$ cat src/rtl/jtag_bsr_chain.sv
// rtl/jtag_bsr_chain.sv - boundary-scan register chain driven by the TAP bsr_* strobes
//
// Purpose:
//   WIDTH observe-and-control cells in a serial chain between bsr_tdi and
//   bsr_tdo. Cells capture synchronised pad values and shift them out through
//   the TAP. An update register drives the pads when boundary-scan mode is
//   active, and functional values pass straight through otherwise.
//
// Ports:
//   clk         single clock, shared with the TAP
//   rst         synchronous, active-high reset
//   bsr_tdi     serial data from the TAP into cell WIDTH-1
//   bsr_clk     per-cycle enable for one capture or shift
//   bsr_shift   with bsr_clk high: 1 = shift, 0 = capture
//   bsr_update  rising edge copies the chain into the update register
//   bsr_mode    1 = pads driven from the update register, 0 = passthrough
//   bsr_tdo     serial data to the TAP, always chain cell 0
//   sys_in      functional pad values from the core
//   pin_in      asynchronous pad observation inputs
//   pin_out     pad drive values

module jtag_bsr_chain #(
  parameter int                WIDTH       = 8,
  parameter int                SYNC_STAGES = 2,
  parameter logic [WIDTH-1:0]  UPD_RESET   = '0
) (
  input  logic             clk,
  input  logic             rst,
  input  logic             bsr_tdi,
  input  logic             bsr_clk,
  input  logic             bsr_shift,
  input  logic             bsr_update,
  input  logic             bsr_mode,
  output logic             bsr_tdo,
  input  logic [WIDTH-1:0] sys_in,
  input  logic [WIDTH-1:0] pin_in,
  output logic [WIDTH-1:0] pin_out
);

  logic [WIDTH-1:0] sync [SYNC_STAGES];
  logic [WIDTH-1:0] pin_s;
  logic [WIDTH-1:0] chain;
  logic [WIDTH-1:0] upd;
  logic             upd_prev;
  logic             mode_q;
  logic             upd_edge;

  assign pin_s    = sync[SYNC_STAGES-1];
  assign upd_edge = bsr_update && !upd_prev;

  // Synchroniser pipeline for the asynchronous pad inputs.
  always_ff @(posedge clk) begin
    if (rst) begin
      for (int i = 0; i < SYNC_STAGES; i++) begin
        sync[i] <= '0;
      end
    end else begin
      sync[0] <= pin_in;
      for (int i = 1; i < SYNC_STAGES; i++) begin
        sync[i] <= sync[i-1];
      end
    end
  end

  // Capture/shift register. Cell 0 leaves first; bsr_tdi enters at the MSB.
  always_ff @(posedge clk) begin
    if (rst) begin
      chain <= '0;
    end else if (bsr_clk) begin
      if (bsr_shift) begin
        chain <= {bsr_tdi, chain[WIDTH-1:1]};
      end else begin
        chain <= pin_s;
      end
    end
  end

  // Update register loads once per rising edge of bsr_update. It samples the
  // chain as it was before any shift/capture on the same clock edge.
  always_ff @(posedge clk) begin
    if (rst) begin
      upd      <= UPD_RESET;
      upd_prev <= 1'b0;
      mode_q   <= 1'b0;
    end else begin
      if (upd_edge) begin
        upd <= chain;
      end
      upd_prev <= bsr_update;
      mode_q   <= bsr_mode;
    end
  end

  assign bsr_tdo = chain[0];

  // Pad mux: registered select, combinational path from sys_in.
  always_comb begin
    pin_out = sys_in;
    if (mode_q) begin
      pin_out = upd;
    end
  end

endmodule

$ cat config.mk
export PLATFORM = sky130hd
export DESIGN_NAME = jtag_bsr_chain
export DESIGN_NICKNAME = d
export VERILOG_FILES = /design/src/rtl/jtag_bsr_chain.sv
export SDC_FILE = /design/constraint.sdc
export NUM_CORES = 1
export LEC_CHECK = 0
export BUFFER_PORTS_ARGS = -buffer_cell sky130_fd_sc_hd__buf_2
export CORE_MARGIN = 2
export CORE_UTILIZATION = 51
export DETAILED_ROUTE_END_ITERATION = 10
export PLACE_DENSITY = 0.88
export SETUP_SLACK_MARGIN = 0.02
export SYNTH_ARGS = -nofsm -noshare
export SYNTH_HDL_FRONTEND = slang
export SYNTH_SLANG_ARGS = --single-unit
$ cat constraint.sdc
create_clock -name clk -period 1.1 [get_ports clk]
set_input_delay 0.11 -clock clk [delete_from_list [all_inputs] [get_ports clk]]
set_output_delay 0.11 -clock clk [all_outputs]
set_load 0.01 [all_outputs]
==> Yosys cells after proc, flatten, opt, wreduce, memory -nomap -nowiden <==
Memories as Yosys holds them, arrays and structs flattened.
Index checks and enable logic that the tools add are counted.
{ "word_totals": {"mem_count": 1, "ramBits": 16, "reg_bits": 18} }
{ "op_classes": {"reduce_logical": 2, "bitwise_logic": 2, "mux": 7} }
{ "mem_list": {"columns": ["name", "words", "word_bits", "read_ports", "rd_ports_with_merged_regs", "wr", "line", "source"], "rows": [
  ["sync", 2, 8, 2, 0, 2, "40", "logic [WIDTH-1:0] sync [SYNC_STAGES];"]
]} }
{ "ops": {"columns": ["op", "count"], "rows": [
  ["$mux 8", 4],
  ["$mux 1", 3],
  ["$or 1x1->1", 2],
  ["$logic_and 1x1->1", 1],
  ["$logic_not 1->1", 1]
]} }

==> Depth between registers and ports, before layout <==
{ "logic_depth": {"word_depth": 3, "depth_mapped": 4} }

==> Worst setup path before layout <==
No wires, ideal clock.
{ "synth_timing": {"kind": "reg2out", "from": "register mode_q", "to": "output port pin_out[0]", "n_path_buf": 1, "arrival_ps": 831, "slack_ps": 159, "required_time_ps": 990, "path_stages_with_launch": 3, "cell_sequence": "dfxtp_1 > buf_2 > mux2_1"} }
{ "synth_between": {"elab_chain_cells": 1} }
{ "synth_lines": {"columns": ["element", "line", "source"], "rows": [
  ["start: declaration", "45", "logic mode_q;"],
  ["start signal: assignment", "90", "mode_q <= bsr_mode;"],
  ["$mux 8", "99", "if (mode_q) begin"],
  ["end: declaration", "37", "output logic [WIDTH-1:0] pin_out"]
]} }
No other way between the ends.

==> Worst setup path in the final report <==
{ "layout_timing": {"from": "register mode_q", "to": "output port pin_out[7]"} }
The elaborated chain is that of the path after synthesis.

==> implementation parameters <==
Parameter                              Value

Outcome
  Outcome    complete, but fails checks
  Failing checks    setup timing

Layout
  Utilization after layout    0.6765
  Fraction of layout cells with a size suffix above 1    0.3631
  Number of fill cells in the layout    187
  Final-stage net count    between 150 and 200
  Number of inserted diodes    0
  Most common cell after layout, fill and taps aside    sky130_fd_sc_hd__dfxtp_1
  Sequential cell area    approximately 680 µm²
  Non-filler instance count after layout    roughly 190
  Most used cells in the layout excluding fill and tap cells    33 x sky130_fd_sc_hd__dfxtp_1, 23 x sky130_fd_sc_hd__buf_2, 19 x sky130_fd_sc_hd__nor2b_1
  Total area of multi-input combinational cells    about 560 µm²
  Layout-stage area growth over the synthesis result    28.12%

Floorplanning
  IO Pins    32
  X dimension of the die    between 50 and 60 µm
  Core area    roughly 2400 µm²
  Die boundary height    53.95 µm
  Std-Cell Rows    18
  Total Die Area    slightly below 3000 µm²
  Effective utilization at floorplan    0.5280

Global routing
  Number of antenna violations at the first check in global routing    0
  Global route overflow    0
  Total global routing track utilization    0.1672
  Wire length of the first global-routing pass    about 3300 µm
  Largest net degree at the start of global routing    35
  Vias in the first global route    between 800 and 900

Clock tree
  Root Buffer    sky130_fd_sc_hd__clkbuf_4
  Cts bufs inserted    5
  Total number of H-tree levels    2
  Deepest clock path buffer count    2
  Worst skew pair latency    ~0.32 ns
  Clock transition time at the flip-flop clock pins of the worst setup and hold paths    0.09 ns
  Clock tree from TritonCTS    done
  Num Clock Sinks    34

Setup path
  CP Launch Type    flip-flop
  Highest net fanout along the worst path    8
  Endpoint kind of the worst setup timing path    output port
  Worst Path Arrival    1.20 ns
  Critical path class    flip-flop to output port
  Data required time of the critical path    roughly 0.99 ns

Timing
  Relative slew slack    0.7850
  Final Hold Viols    0
  Final setup skew    between 0.003 and 0.004 ns
  Setup WS post-layout    -0.2063 ns
  Timing-limited maximum frequency    765.5 MHz
  Final worst hold slack    between 0.008 and 0.009 ns
  Count of pins over their slew limit    0
  Slew at the pin closest to its max-slew limit    around 0.32 ns
  Setup repair after global routing missed its margin    true
  Fraction of the cycle the final worst path needs    1.188
  Post-route setup TNS    -1.628 ns
  Shortest clock period the worst path allows after layout    roughly 1.3 ns
  Final setup violating endpoints    8

Synthesis
  Mux share of post-synthesis cell area    0.1337
  Post-synth design cell area    about 1300 µm²
  Share of synthesized cell area in full adder, half adder and majority cells    0
  Dominant cells by area after synthesis    sky130_fd_sc_hd__dfxtp_1 53%, sky130_fd_sc_hd__nor2b_1 9.3%, sky130_fd_sc_hd__a211oi_2 7.9%
  Post-Synthesis Net Count    142
  Sequential area share after synthesis    0.5349
  Syn. warnings    0
  Area leader, netlist    sky130_fd_sc_hd__dfxtp_1
  Flip-flop and latch count after synthesis    34
  Area fraction in and, or, nand and nor cells after synthesis    0.1691
  Syn avg cell area    roughly 11 µm²
  Post-Syn Instances    119
  Top-area cell type share of the netlist area    0.5349
  Complex-gate fraction of the synthesized area    0.1101
  Largest family of logic cells by synthesized area    simple AND/OR/NAND/NOR gates
  Distinct cell type count of the synthesized netlist    13
  Xor/xnor cell area share of the yosys netlist    0

Placed design
  Number of cells after detailed placement    roughly 170
  Final estimated routing congestion in global placement    approximately 0.70
  Detailed-placement wirelength estimate    about 1400 µm
  IO buf count    31
  Post-Place Worst Slack    -0.01139 ns

Pwr
  Internal Pwr Total    between 1.5 and 2 mW
  Leak pwr    between 0.6 and 0.7 nW
  Maximum vdd drop    around 0.94 mV
  Sw Pwr    between 500 and 600 µW
  Proportion of power drawn by combinational gates    0.129
  Flop pwr share    0.575
  Share of total power in the clock network    0.296
  Sw Ratio    0.2284
  PwrDens    between 1000 and 1500 nW/µm²

Routing
  Post-Route WL    approximately 2000 µm
  Detail-routed net length per standard cell    about 11 µm
  DRC violation count after routing    0
  Number of iterations in the first detailed-routing pass    4
  Antenna-violating nets left    0
  Number of vias in the routed layout    between 900 and 1000
  Post-detailed-route via-to-cell ratio    between 4 and 5
  Starting DRT DRC Count    1

Worst hold path
  Type of the worst min-delay path    input pin to flip-flop

Run
  Number of maximum-capacitance violations    0
-- routing by layer --
| layer | part of all wire | up-vias | track usage | routed length [µm] |
|---|---|---|---|---|
| met2 | 0.53 | 37 | 0.3232 | 1075 |
| met1 | 0.39 | 412 | 0.1471 | 792 |
| met4 | 0.0074 | 0 | 0.06410 | 15 |
| met3 | 0.067 | 2 | 0.07500 | 135 |
| met5 | 0 | - | 0 | 0 |
| li1 | - | 466 | - | - |
-- logic make-up after synthesis --
kind of cell / count (synthesis)
mux: 16
compound gates: 16
flops: 34
simple gates: 44
buf+inv: 9
-- worst paths after layout --
check / startpoint / cells past startpoint / endpoint / slack, ns
worst max-delay path: mode_q / 2 / pin_out[7] / -0.21
worst min-delay path: pin_in[5] / 2 / sync[0][5] / 0.008
worst max register to register: upd_prev / 3 / upd[5] / 0.22
worst min register to register: sync[0][7] / 1 / sync[0][15] / 0.44
-- power groups by stage --
stage          sequential (mW)  clock, mW  combinational, mW
3_5_place_dp              1.35          0              0.234
2_1_floorplan             1.34          0              0.172
6_report                  1.32      0.680              0.297
4_1_cts                   1.32      0.703              0.299
3_3_place_gp              1.35          0              0.225
5_1_grt                   1.33      0.770              0.329
-- cells in the mapped netlist --
cell type	count
sky130_fd_sc_hd__buf_4	2
sky130_fd_sc_hd__nand2b_1	1
sky130_fd_sc_hd__nand2_1	16
sky130_fd_sc_hd__nor2_1	8
sky130_fd_sc_hd__buf_8	1
sky130_fd_sc_hd__mux2_1	8
sky130_fd_sc_hd__mux2i_1	8
sky130_fd_sc_hd__dfxtp_1	34
sky130_fd_sc_hd__a21oi_1	8
sky130_fd_sc_hd__nor2b_1	19
sky130_fd_sc_hd__a211oi_2	8
sky130_fd_sc_hd__buf_2	5
sky130_fd_sc_hd__buf_6	1
-- critical path: stages (launching register included) --
cell and delay, ns:
sky130_fd_sc_hd__dfxtp_4 0.44, sky130_fd_sc_hd__mux2_4 0.32, sky130_fd_sc_hd__buf_6 0.12
-- area by class of cell --
class	instances	area share
Clock inverter	1	0.003070
Timing Repair Buffer	39	0.1796
Tap cell	30	0.02302
Clock buffer	7	0.03377
Sequential cell	34	0.4198
Multi-Input combinational cell	76	0.3408
-- registers in the layout (all words and copies together) (netlist names) --
| name | count |
|---|---|
| sync | 16 |
| upd_prev | 1 |
| mode_q | 1 |
| upd | 8 |
| chain | 8 |
-- per-stage QoR --
| step | area [µm²] | power [mW] |
|---|---|---|
| final | 1630 | 2.299 |
| after global routing | 1630 | 2.430 |
| after CTS | 1630 | 2.324 |
| after detailed placement | 1426 | 1.584 |
| after global placement | 1426 | 1.571 |
| after floorplan | 1272 | 1.509 |
-- repair_timing --
| item | CTS | global route |
|---|---|---|
| hold buffers | 6 | 0 |
| setup endpoints to repair | 8 | 8 |
| pin swaps | 0 | 0 |
| endpoints found under the hold margin | 6 | 0 |
| resized for setup | 18 | 0 |
| buffers inserted | 0 | 0 |
(Power assumes the default switching activity.)
